[src/rtl/scan_cfg_ctrl_pkg.sv]
// Shared definitions for the CLB scan-chain configuration controller:
// FSM encoding and the default chain/word geometry.
package scan_cfg_ctrl_pkg;

    // is_comb (1) + connection selects (12) + LUT (16)
    localparam int DEF_CHAIN_LEN = 29;
    localparam int DEF_WORD_W    = 8;

    typedef enum logic [1:0] {
        IDLE   = 2'd0,
        FETCH  = 2'd1,
        SHIFT  = 2'd2,
        FINISH = 2'd3
    } state_t;

endpackage

[src/rtl/scan_cfg_ctrl_bit_counter.sv]
// Bit/phase bookkeeping for the scan pass: two clk cycles per bit, a per-word
// bit index and a global bit index. Flags describe the bit currently in flight.
module scan_bit_counter
    import scan_cfg_ctrl_pkg::*;
#(
    parameter int CHAIN_LEN = DEF_CHAIN_LEN,
    parameter int WORD_W    = DEF_WORD_W
) (
    input  logic clk,
    input  logic rst,
    input  logic clear,
    input  logic enable,
    output logic phase,
    output logic word_end,
    output logic chain_end
);

    localparam int BW = $clog2(CHAIN_LEN + 1);
    localparam int WW = (WORD_W > 1) ? $clog2(WORD_W) : 1;

    logic [BW-1:0] bit_cnt;
    logic [WW-1:0] word_cnt;

    assign word_end  = (word_cnt == WW'(WORD_W - 1));
    assign chain_end = (bit_cnt == BW'(CHAIN_LEN - 1));

    always_ff @(posedge clk or posedge rst) begin
        if (rst) begin
            phase    <= 1'b0;
            bit_cnt  <= '0;
            word_cnt <= '0;
        end else if (clear) begin
            phase    <= 1'b0;
            bit_cnt  <= '0;
            word_cnt <= '0;
        end else if (enable) begin
            phase <= ~phase;
            // A bit is complete once its scan_clk high phase ends
            if (phase) begin
                bit_cnt  <= bit_cnt + BW'(1);
                word_cnt <= word_end ? '0 : word_cnt + WW'(1);
            end
        end
    end

endmodule

[src/rtl/scan_cfg_ctrl.sv]
// Streams host configuration words into a CLB scan chain LSB first while
// capturing the old chain contents from scan_out and returning them as words.
module scan_cfg_ctrl
    import scan_cfg_ctrl_pkg::*;
#(
    parameter int CHAIN_LEN = DEF_CHAIN_LEN,
    parameter int WORD_W    = DEF_WORD_W
) (
    input  logic              clk,
    input  logic              rst,
    input  logic              start,
    input  logic [WORD_W-1:0] cfg_data,
    input  logic              cfg_valid,
    output logic              cfg_ready,
    output logic              scan_clk,
    output logic              scan_en,
    output logic              scan_in,
    input  logic              scan_out,
    output logic [WORD_W-1:0] rd_data,
    output logic              rd_valid,
    output logic              busy,
    output logic              done
);

    localparam int REM       = CHAIN_LEN % WORD_W;
    localparam int LAST_BITS = (REM == 0) ? WORD_W : REM;
    localparam int PAD       = WORD_W - LAST_BITS;

    state_t            state;
    state_t            next_state;
    logic [WORD_W-1:0] shift_buf;
    logic [WORD_W-2:0] rd_shift;
    logic [WORD_W-1:0] sample_word;
    logic              en_q;
    logic              phase;
    logic              word_end;
    logic              chain_end;
    logic              accept;
    logic              sample;
    logic              bit_done;

    assign accept      = (state == FETCH) && cfg_valid;
    assign sample      = (state == SHIFT) && !phase;
    assign bit_done    = (state == SHIFT) && phase;
    assign sample_word = {scan_out, rd_shift};

    scan_bit_counter #(
        .CHAIN_LEN (CHAIN_LEN),
        .WORD_W    (WORD_W)
    ) u_bit_counter (
        .clk       (clk),
        .rst       (rst),
        .clear     (state == IDLE),
        .enable    (state == SHIFT),
        .phase     (phase),
        .word_end  (word_end),
        .chain_end (chain_end)
    );

    always_ff @(posedge clk or posedge rst) begin
        if (rst) state <= IDLE;
        else     state <= next_state;
    end

    always_comb begin
        next_state = state;
        cfg_ready  = 1'b0;
        scan_clk   = 1'b0;
        scan_in    = 1'b0;
        scan_en    = en_q;
        busy       = (state != IDLE);
        done       = 1'b0;
        case (state)
            IDLE:   if (start) next_state = FETCH;
            FETCH: begin
                cfg_ready = 1'b1;
                if (cfg_valid) next_state = SHIFT;
            end
            SHIFT: begin
                scan_clk = phase;
                scan_in  = shift_buf[0];
                if (phase) begin
                    if (chain_end)     next_state = FINISH;
                    else if (word_end) next_state = FETCH;
                end
            end
            FINISH: begin
                done       = 1'b1;
                next_state = IDLE;
            end
            default: next_state = IDLE;
        endcase
    end

    always_ff @(posedge clk or posedge rst) begin
        if (rst) begin
            shift_buf <= '0;
            rd_shift  <= '0;
            rd_data   <= '0;
            rd_valid  <= 1'b0;
            en_q      <= 1'b0;
        end else begin
            rd_valid <= 1'b0;
            if (accept)        shift_buf <= cfg_data;
            else if (bit_done) shift_buf <= shift_buf >> 1;
            // scan_out is captured at the end of phase 0, before scan_clk rises
            if (sample) begin
                rd_shift <= sample_word[WORD_W-1:1];
                if (chain_end) begin
                    rd_data  <= sample_word >> PAD;
                    rd_valid <= 1'b1;
                end else if (word_end) begin
                    rd_data  <= sample_word;
                    rd_valid <= 1'b1;
                end
            end
            if (accept)                     en_q <= 1'b1;
            else if (bit_done && chain_end) en_q <= 1'b0;
        end
    end

endmodule

[config.mk]
export PLATFORM = sky130hd
export DESIGN_NAME = scan_cfg_ctrl
export DESIGN_NICKNAME = d
export VERILOG_FILES = /design/src/rtl/scan_cfg_ctrl_pkg.sv /design/src/rtl/scan_cfg_ctrl_bit_counter.sv /design/src/rtl/scan_cfg_ctrl.sv
export SDC_FILE = /design/constraint.sdc
export NUM_CORES = 1
export LEC_CHECK = 0
export CAP_MARGIN = 0
export CORE_MARGIN = 2
export CORE_UTILIZATION = 30
export DETAILED_ROUTE_END_ITERATION = 16
export SKIP_LAST_GASP = 1
export SLEW_MARGIN = 20
export SYNTH_ARGS = -nofsm -noshare
export SYNTH_HDL_FRONTEND = slang
export SYNTH_SLANG_ARGS = --single-unit
[constraint.sdc]
create_clock -name clk -period 3.5 [get_ports clk]
set_input_delay 0.35 -clock clk [delete_from_list [all_inputs] [get_ports clk]]
set_output_delay 0.35 -clock clk [all_outputs]
set_load 0.02 [all_outputs]
==> summary.md <==
| Metric | Value |
|---|---|
| Status | finished clean |
| Most frequent cells in the layout | 36 x dfrtp_1, 27 x clkdlybuf4s50_1, 9 x nand2_1 |
| R2r endpoint | u_bit_counter.bit_cnt[4]$_DFFE_PP0P_ |
| Multi-input gate area | 733.2 um2 |
| Worst path arrival time | 2.34 ns |
| Leak pwr | 1.031 nW |
| Dpl cells | 238 |
| Post-CTS setup buffers | 0 |
| DRT Pass-1 Iters | 4 |
| Worst path cell trace | nand3b_1 > inv_2 > clkdlybuf4s50_1 |
| #FFs+latches synth | 36 |
| Simple-gate share of the synthesized area | 15.23% |
| Hold WC Path Type | input port to asynchronous set/reset pin |
| Xor/xnor share of the synthesized area | 0.5124% |
| GR Util All Layers | 11.13% |
| Most common cell after layout, fill and taps aside | dfrtp_1 |
| Slew Viols, Final | 0 |
| Filler-free cell count of the finished design | 246 |
| Synthesized net count | 162 |
| Vias post-DR | 1,186 |
| H-tree depth | 2 |
| Gpl congestion | 0.7342 |
| Root Driver | clkbuf_8 |
| DRC viols | 0 |
| RSZ-0062 raised after global routing | no |
| Pwr/cell area | 643.6 nW/um2 |
| Warnings, synthesis | 0 |
| Initial antenna violation count | 0 |
| Max_cap viols | 0 |
| CTS Sinks | 36 |
| Crit path launch | state[0]$_DFFE_PP0P_ |
| Die H | 79.48 um |
| P&R area growth vs syn | 26.21% |
| Worst Path Required | 3.15 ns |
| Antenna Cells | 0 |
| CP endpoint kind | output pin |
| PortBufs | 27 |
| PostCTS Resize Cnt | 0 |
| Row count | 27 |
| First-pass GRT wire length | 5382 um |
| Initial core utilization | 31.04% |
| Crit Path Max Fanout | 15 |
| Post-synthesis mux area share | 8.126% |
| Worst R2R Path Depth | 4 |
| Register area share after synthesis | 52.71% |
| Max frequency | 371.7 MHz |
| Layout cells sized above 1 | 13.22% |
| R2r startpoint | state[0]$_DFFE_PP0P_ |
| Top FF cell, synth | dfrtp_1 |
| Min Tclk post-route | 2.690 ns |
| Adder-cell area share of the yosys netlist | 2.928% |
| Final setup viols | 0 |
| Total global routing overflow | 0 |
| Slew margin rel. | 49.23% |
| Fin. Hold Viols | 0 |
| Per-cell routed wire length | 12.94 um |
| CP startpoint kind | flop |
| Largest net degree at the start of global routing | 20 |
| Hold_buf cts | 0 |
| Num CTS Buffers | 5 |
| Syn Std Cell Area | 1709 um2 |
| Nets | 190 |
| Vias per cell | 4.821 |
| DPL Wire Length | 2150 um |
| Insertion delay to the later sink of the worst-skew pair | 0.29 ns |
| Fill cells | 539 |
| Post-synthesis cell count | 145 |
| Initial DRC count | 59 |
| Setup slack, reg-to-reg | 1.62 ns |
| Register area | 900.9 um2 |
| Library cells used by synthesis | 38 |
| Post-synth EDFFs | 0 |
| I/O pins | 28 |
| Slew @ Worst Pin | 0.7607 ns |
| Worst stage delay on the critical path | 0.66 ns |
| Critical path class | flop to output pin |
| Async SR Flop Fraction | 100.0% |
| CTS tree | built |
| Clock slew seen by the registers of the worst setup and hold paths | 0.07 ns |
| Synthesized area per cell | 11.79 um2 |
| Worst IR Drop VDD | 0.0003389 V |
| Final wirelength | 3183 um |
| Slowest cell on the critical path | clkdlybuf4s50_1 |
| Chip Width | 79.48 um |
| Core box area | 5507 um2 |
| Largest family of logic cells by synthesized area | compound AO/OA/AOI/OAI gates |
| Routed Antenna Nets | 0 |
| DIE AREA | 6317 um2 |
| Synth Area in Compound Gates | 16.11% |
| Period Utilization, post-route | 76.87% |
| Clock Skew | 0.002865 ns |
| Bufs on Longest Clock Path | 2 |
| Number of global-route vias before repair | 1,126 |
| Final TNS setup | 0 ns |
==> flip-flops by register name, indices dropped and copies added (netlist names) <==
register,flops
rd_data,8
shift_buf,8
rd_shift,7
u_bit_counter.bit_cnt,5
u_bit_counter.word_cnt,3
state,2
rd_valid,1
scan_en,1
u_bit_counter.phase,1
==> metal layers <==
metal	wire length (um)	share of wire, %	track usage (%)
met3	116	3.6	3.507
met5	0	0	0
met2	1341	42	15.80
met4	74	2.3	5.172
met1	1651	52	15.35
==> report_power, final <==
group	switching (mW)	total (mW)	leakage, nW	internal (mW)
combinational	0.179	0.365	0.504	0.185
sequential	0.0993	0.623	0.462	0.524
clock	0.149	0.401	0.0645	0.251
==> cell type report <==
type	instances	area share, %
clock buffers	7	4.466
clock inverters	1	1.392
inverters	7	1.334
multi-input cells	95	33.99
flip-flops and latches	36	41.76
well taps	72	4.176
repair buffers	28	12.88
==> critical path: cells and delay by family, from the launching register on <==
family	cells	cell delay [ns]
simple gates	1	0.50
flops	1	0.53
buf+inv	2	1.02
==> per-stage QoR <==
stage	utilization (%)	area, um2	worst slack, ns	hold WS, ns	power, mW
after floorplan	-	1709	2.087	0.4484	0.8980
after detailed placement	36.88	2031	1.114	0.4680	0.9946
after global routing	39.17	2157	0.6498	0.4897	1.473
after global placement	36.88	2031	1.171	0.4634	0.9885
final	39.17	2157	0.8097	0.4785	1.388
after CTS	39.17	2157	0.7796	0.4855	1.407
==> worst max-delay path by stage <==
| stage | to | slack (ns) | depth (start not counted) |
|---|---|---|---|
| 6_report | scan_clk | 0.81 | 3 |
| 5_1_grt | scan_clk | 0.65 | 3 |
| 4_1_cts | scan_clk | 0.78 | 3 |
| 3_5_place_dp | scan_clk | 1.11 | 3 |
| 3_3_place_gp | scan_clk | 1.17 | 3 |
| 2_1_floorplan | rd_data[0]$_DFFE_PP0P_ | 2.09 | 5 |
==> cell families (layout without fill, tap and decap cells) <==
logic type,after synthesis,in the layout
adder cells (fa/ha/maj),4,4
flip-flops,36,36
multiplexers,13,13
XOR/XNOR,1,1
buffers and inverters,14,43
AND/OR/NAND/NOR,44,44
AO/OA/AOI/OAI,33,33
==> synth_stat cells, types with 5 or more instances <==
cell type / count / share of area, %
dfrtp_1: 36 / 53
nand2_1: 9 / 2.0
a22o_1: 7 / 3.6
mux2i_1: 6 / 3.5
nand2b_1: 6 / 2.2
nor2_1: 6 / 1.3
nor3_1: 6 / 1.8
a21o_1: 5 / 2.2
a2bb2oi_2: 5 / 4.4
inv_1: 5 / 1.1
o21ai_0: 5 / 1.5
Power figures use the tool's default switching activity.
